**src/rtl/branch_predictor.sv**
```systemverilog
`default_nettype none
// branch_predictor: direct-mapped 2-bit counter BTB beside fetch, trained by execute.
// Optional BPU_FWD_EN: same-cycle forwarding of an update into a same-index prediction.
module branch_predictor #(
  parameter int IDX_W = 6,
  parameter int TAG_W = 8
) (
  input  logic        clk,
  input  logic        resetn,
  input  logic [31:0] pred_pc,
  output logic        pred_take,
  output logic [31:0] pred_target,
  input  logic        upd_en,
  input  logic [31:0] upd_pc,
  input  logic        upd_take,
  input  logic [31:0] upd_target,
  input  logic        upd_pred_take,
  input  logic [31:0] upd_pred_target,
  output logic        mispredict,
  output logic [31:0] mispred_cnt
);

  localparam int ENTRIES = 1 << IDX_W;

  logic             valid_tbl [ENTRIES];
  logic [TAG_W-1:0] tag_tbl   [ENTRIES];
  logic [1:0]       ctr_tbl   [ENTRIES];
  logic [31:0]      tgt_tbl   [ENTRIES];

  logic [IDX_W-1:0] pred_idx, upd_idx;
  logic [TAG_W-1:0] pred_tag, upd_tag;

  assign pred_idx = pred_pc[IDX_W+1:2];
  assign pred_tag = pred_pc[IDX_W+TAG_W+1:IDX_W+2];
  assign upd_idx  = upd_pc[IDX_W+1:2];
  assign upd_tag  = upd_pc[IDX_W+TAG_W+1:IDX_W+2];

  logic             upd_hit;
  logic             nxt_wr;
  logic             nxt_valid;
  logic [TAG_W-1:0] nxt_tag;
  logic [1:0]       nxt_ctr;
  logic [31:0]      nxt_tgt;

  assign upd_hit = valid_tbl[upd_idx] && (tag_tbl[upd_idx] == upd_tag);

  // Entry contents the pending update would leave behind at its index.
  always_comb begin
    nxt_wr    = 1'b0;
    nxt_valid = valid_tbl[upd_idx];
    nxt_tag   = tag_tbl[upd_idx];
    nxt_ctr   = ctr_tbl[upd_idx];
    nxt_tgt   = tgt_tbl[upd_idx];
    if (upd_hit) begin
      nxt_wr = 1'b1;
      if (upd_take) begin
        if (ctr_tbl[upd_idx] != 2'b11) nxt_ctr = ctr_tbl[upd_idx] + 2'd1;
        nxt_tgt = upd_target;
      end else if (ctr_tbl[upd_idx] != 2'b00) begin
        nxt_ctr = ctr_tbl[upd_idx] - 2'd1;
      end
    end else if (upd_take) begin
      nxt_wr    = 1'b1;
      nxt_valid = 1'b1;
      nxt_tag   = upd_tag;
      nxt_ctr   = 2'b10;
      nxt_tgt   = upd_target;
    end
  end

  always_ff @(posedge clk or negedge resetn) begin
    if (!resetn) begin
      for (int i = 0; i < ENTRIES; i++) begin
        valid_tbl[i] <= 1'b0;
        tag_tbl[i]   <= '0;
        ctr_tbl[i]   <= 2'b01;
        tgt_tbl[i]   <= '0;
      end
    end else if (upd_en && nxt_wr) begin
      valid_tbl[upd_idx] <= nxt_valid;
      tag_tbl[upd_idx]   <= nxt_tag;
      ctr_tbl[upd_idx]   <= nxt_ctr;
      tgt_tbl[upd_idx]   <= nxt_tgt;
    end
  end

  logic             rd_valid;
  logic [TAG_W-1:0] rd_tag;
  logic [1:0]       rd_ctr;
  logic [31:0]      rd_tgt;

  always_comb begin
    rd_valid = valid_tbl[pred_idx];
    rd_tag   = tag_tbl[pred_idx];
    rd_ctr   = ctr_tbl[pred_idx];
    rd_tgt   = tgt_tbl[pred_idx];
`ifdef BPU_FWD_EN
    if (upd_en && (upd_idx == pred_idx)) begin
      rd_valid = nxt_valid;
      rd_tag   = nxt_tag;
      rd_ctr   = nxt_ctr;
      rd_tgt   = nxt_tgt;
    end
`endif
  end

  assign pred_take   = rd_valid && (rd_tag == pred_tag) && rd_ctr[1];
  assign pred_target = rd_tgt;

  assign mispredict = upd_en && ((upd_take != upd_pred_take) ||
                      (upd_take && upd_pred_take && (upd_target != upd_pred_target)));

  always_ff @(posedge clk or negedge resetn) begin
    if (!resetn) begin
      mispred_cnt <= '0;
    end else if (mispredict && (mispred_cnt != 32'hFFFF_FFFF)) begin
      mispred_cnt <= mispred_cnt + 32'd1;
    end
  end

endmodule
`default_nettype wire

```
**config.mk**
```make
export PLATFORM = sky130hd
export DESIGN_NAME = branch_predictor
export DESIGN_NICKNAME = d
export VERILOG_FILES = /design/src/rtl/branch_predictor.sv
export SDC_FILE = /design/constraint.sdc
export NUM_CORES = 2
export LEC_CHECK = 0
export CAP_MARGIN = 20
export CORE_MARGIN = 8
export CORE_UTILIZATION = 57
export CTS_BUF_LIST = sky130_fd_sc_hd__clkbuf_8
export DETAILED_ROUTE_END_ITERATION = 10
export PLACE_DENSITY = 0.82
export RECOVER_POWER = 25
export SYNTH_ARGS = -nofsm -noshare
export SYNTH_HDL_FRONTEND = slang
export SYNTH_SLANG_ARGS = --single-unit
export TNS_END_PERCENT = 50
```
**constraint.sdc**
```tcl
create_clock -name clk -period 5.2 [get_ports clk]
set_input_delay 0.52 -clock clk [delete_from_list [all_inputs] [get_ports clk]]
set_output_delay 0.52 -clock clk [all_outputs]
set_load 0.03 [all_outputs]
```
==> results.rst <==
.. list-table::
   :header-rows: 1

   * - Metric
     - Value
   * - Final wirelength
     - 564 mm
   * - Number of hold-slack violations in the final timing report
     - 0
   * - Via/cell ratio
     - 7.84
   * - Commonest non-fill, non-tap cell in the layout
     - dfrtp_1
   * - Global route overflow
     - 0
   * - Final setup fails
     - 0
   * - Top FF cell, synth
     - dfrtp_1
   * - Number of distinct library cell variants in the gate-level netlist after synthesis
     - 82
   * - Number of design-rule violations left by the first detailed-router iteration
     - 19700
   * - Row count
     - 187
   * - Final TNS setup
     - 0 ns
   * - Total via count after detailed routing
     - 111000
   * - Most Frequent Cell on Critical Path
     - mux4_2
   * - Setup crit end kind
     - primary output
   * - Area of the mapped netlist
     - 0.148 sq mm
   * - Synthesis-stage register bit count
     - 2784
   * - Kind of start point of the critical path
     - flip-flop
   * - Signal arrival time at the worst endpoint
     - 4.60 ns
   * - Length of routed met2 wiring
     - 226 mm
   * - Initial core utilization
     - 0.572
   * - Count of clock tree sinks
     - 2784
   * - Worst endpoint required time
     - 4.68 ns
   * - HPWL after detailed placement
     - 335 mm
   * - Fraction of synthesis flops using an asynchronous set or reset pin
     - 1.00
   * - Max frequency
     - 195 MHz
   * - Die outline area
     - 0.277 sq mm
   * - Share of the clock period used by the worst path after layout
     - 0.985
   * - Violated checks
     - max-capacitance violations, max-slew violations
   * - Overall power after layout
     - 52.2 mW
   * - Routed wl met3
     - 97.2 mm
   * - Minimum period implied by the final worst setup slack
     - 5.12 ns
   * - Largest incremental delay on the critical path
     - 0.59 ns
   * - Die Span X
     - 526 um
   * - Tightest Pin Transition
     - 3.92 ns
   * - Slowest cell on crit path
     - nor4_1
   * - Clock slew at the register clock pins of the worst setup and hold paths
     - 0.06 ns
   * - Total buffers and inverters traversed by the critical path
     - 1
   * - Top sig layer
     - met5
   * - Number of detailed-route iterations in the first pass
     - 9
   * - Max-slew violation count
     - 163
   * - Routability cong.
     - 0.950
   * - Fraction of final layout cells with drive strength greater than 1
     - 0.495
   * - Number of ports placed on the die boundary
     - 199
   * - First-pass GRT wire length
     - 804 mm
   * - Family of cells with the greatest summed delay on the critical path
     - multiplexers
   * - Top post-synthesis cells by area
     - dfrtp_1 46%, mux2_2 18%, mux4_2 15%
   * - Net count after synthesis
     - 10400
   * - Sequence of cells on the critical path
     - mux4_2, mux4_2, mux2_2, nand2_1, o21ai_0, xnor2_1, o2111ai_1, nor4_1, buf_12
   * - Cell type with the largest total area after synthesis
     - dfrtp_1
   * - Leak
     - 75.9 nW
   * - Relative area change from synthesis to final layout
     - 12.6%
   * - Post-synth EDFFs
     - 0
   * - Pwr dens
     - 313 mW/mm^2
   * - Max-Cap Viols
     - 3
   * - Average size of a mapped cell
     - 14.5 sq um
   * - Total core area
     - 0.259 sq mm
   * - Synthesized instance count
     - 10200
   * - Overall fraction of global-route tracks in use
     - 0.396
   * - Antenna Nets Post-Route
     - 0
   * - Vertical extent of the die
     - 526 um
   * - Maximum number of pins on one net before global-route repair
     - 192
   * - Total of fill cells in the finished design
     - 17600
   * - Final Util
     - 0.644
   * - Worst skew pair latency
     - 1.20 ns
   * - Detailed-route wire length on metal 1
     - 183 mm
   * - Portion of synthesized cell area occupied by the leading cell type
     - 0.459
   * - RSZ-0062 raised after global routing
     - no
   * - Number of design rule violations left after detail routing
     - 0
   * - TritonCTS clock tree
     - done
   * - Peak supply drop
     - 0.257 mV
   * - Count of buffers from port buffering
     - 162
   * - Vias in the first global route
     - 113000
   * - Clk root buf
     - clkbuf_8
   * - Final layout net count
     - 10500
   * - Worst clock skew
     - 0.144 ns
   * - Max Buffers Root-to-Sink
     - 4
   * - Largest fanout on the critical path
     - 3
   * - Class of the most critical setup path
     - flip-flop to primary output
   * - Antenna violations before repair
     - 51
   * - Sequential area share after synthesis
     - 0.470
   * - Mean routed wirelength per cell
     - 39.8 um
   * - H-tree depth
     - 5
   * - Status
     - finished with violations
   * - Fin Hold WS
     - 0.401 ns
   * - CTS buffer count
     - 459
   * - Worst relative slew slack
     - -1.61
   * - Hold Crit Class
     - input pin to flip-flop
   * - Yosys synthesis warning count
     - 0
   * - Most frequent cells in the layout
     - 2720 x dfrtp_1, 2395 x mux2_2, 968 x mux4_2
flip-flops by register name, summed over array words and instances, names as in the netlist:
register     flops
tgt_tbl       2048
valid_tbl       64
mispred_cnt     32
tag_tbl        512
ctr_tbl        128
worst reg2reg max path, delay by kind of cell, from the launching register on:
family	cells	cell delay (ns)
compound gates	3	0.49
buf+inv	3	0.72
flops	1	0.40
mux	3	1.20
simple gates	4	1.43
layout make-up:
cell class	instances	area, sq um	share of cell area
well taps	3402	4260	0.0255
flip-flops and latches	2784	69700	0.418
inverters	22	91.3	0.000547
multi-input cells	6295	73200	0.439
repair buffers	802	10100	0.0603
clock buffers	588	8090	0.0485
diodes	46	115	0.000690
clock inverters	227	1350	0.00806
power breakdown:
part / total, mW / internal [mW] / switching, mW
clock: 20.0 / 10.7 / 9.27
sequential: 24.7 / 23.3 / 1.39
combinational: 7.48 / 3.50 / 3.98
kinds of logic (layout without fill, tap and decap cells):
kind of cell / count (synthesis) / in the layout / share of synthesized area
other cells: 0 / 46 / 0
mux: 4004 / 4004 / 0.385
fa+ha+maj: 4 / 4 / 0.000304
buf+inv: 1136 / 1639 / 0.0388
simple gates: 748 / 748 / 0.0294
xor+xnor: 76 / 76 / 0.00449
compound gates: 1463 / 1463 / 0.0719
flops: 2784 / 2784 / 0.470
through the flow:
step	setup WS (ns)	instance area, sq um	instances
finish	0.0774	167000	14200
detailed placement	0.0705	157000	13300
floorplan	0.465	148000	10200
global route	0.0396	167000	14100
CTS	0.249	167000	14100
global placement	0.0864	157000	13300
what timing repair did:
action / CTS / global route
hold endpoints to repair: 325 / 0
setup buffers: 0 / 0
hold buffers: 1 / 0
resized for setup: 0 / 0
final timing paths:
check                                                from                         to  slack (ns)  cells past startpoint
max in group asynchronous                          resetn   tgt_tbl[660]$_DFFE_PN0P_        0.68                      4
worst min register to register  valid_tbl[40]$_DFFE_PN0P_  valid_tbl[40]$_DFFE_PN0P_        0.50                      1
min in group asynchronous                          resetn  tgt_tbl[1536]$_DFFE_PN0P_        1.20                      2
worst min-delay path                       upd_target[26]  tgt_tbl[1082]$_DFFE_PN0P_        0.40                      4
worst max register to register   tag_tbl[242]$_DFFE_PN0P_   tag_tbl[496]$_DFFE_PN0P_        0.72                     13
worst max-delay path             tag_tbl[120]$_DFFE_PN0P_                  pred_take        0.08                      9
Yosys cell counts (all sizes together) (16+ instances only):
library cell,count
mux2,2848
clkbuf,528
buf,586
o211ai,30
nor3,16
a22oi,414
dfrtp,2720
nand2,142
or2,53
a21oi,242
nand4,76
dfstp,64
inv,21
nand3,128
o21ai,100
a22o,116
o22ai,50
nor2,202
mux2i,188
a31oi,79
nand2b,24
a221oi,310
mux4,968
xnor2,66
a211oi,17
nor4,20
layer usage:
metal	GRT usage	vias up
met4	0.315	44
met1	0.479	56200
met5	0.00173	-
li1	-	40100
met3	0.201	3467
met2	0.529	11400
(Power assumes the default switching activity.)
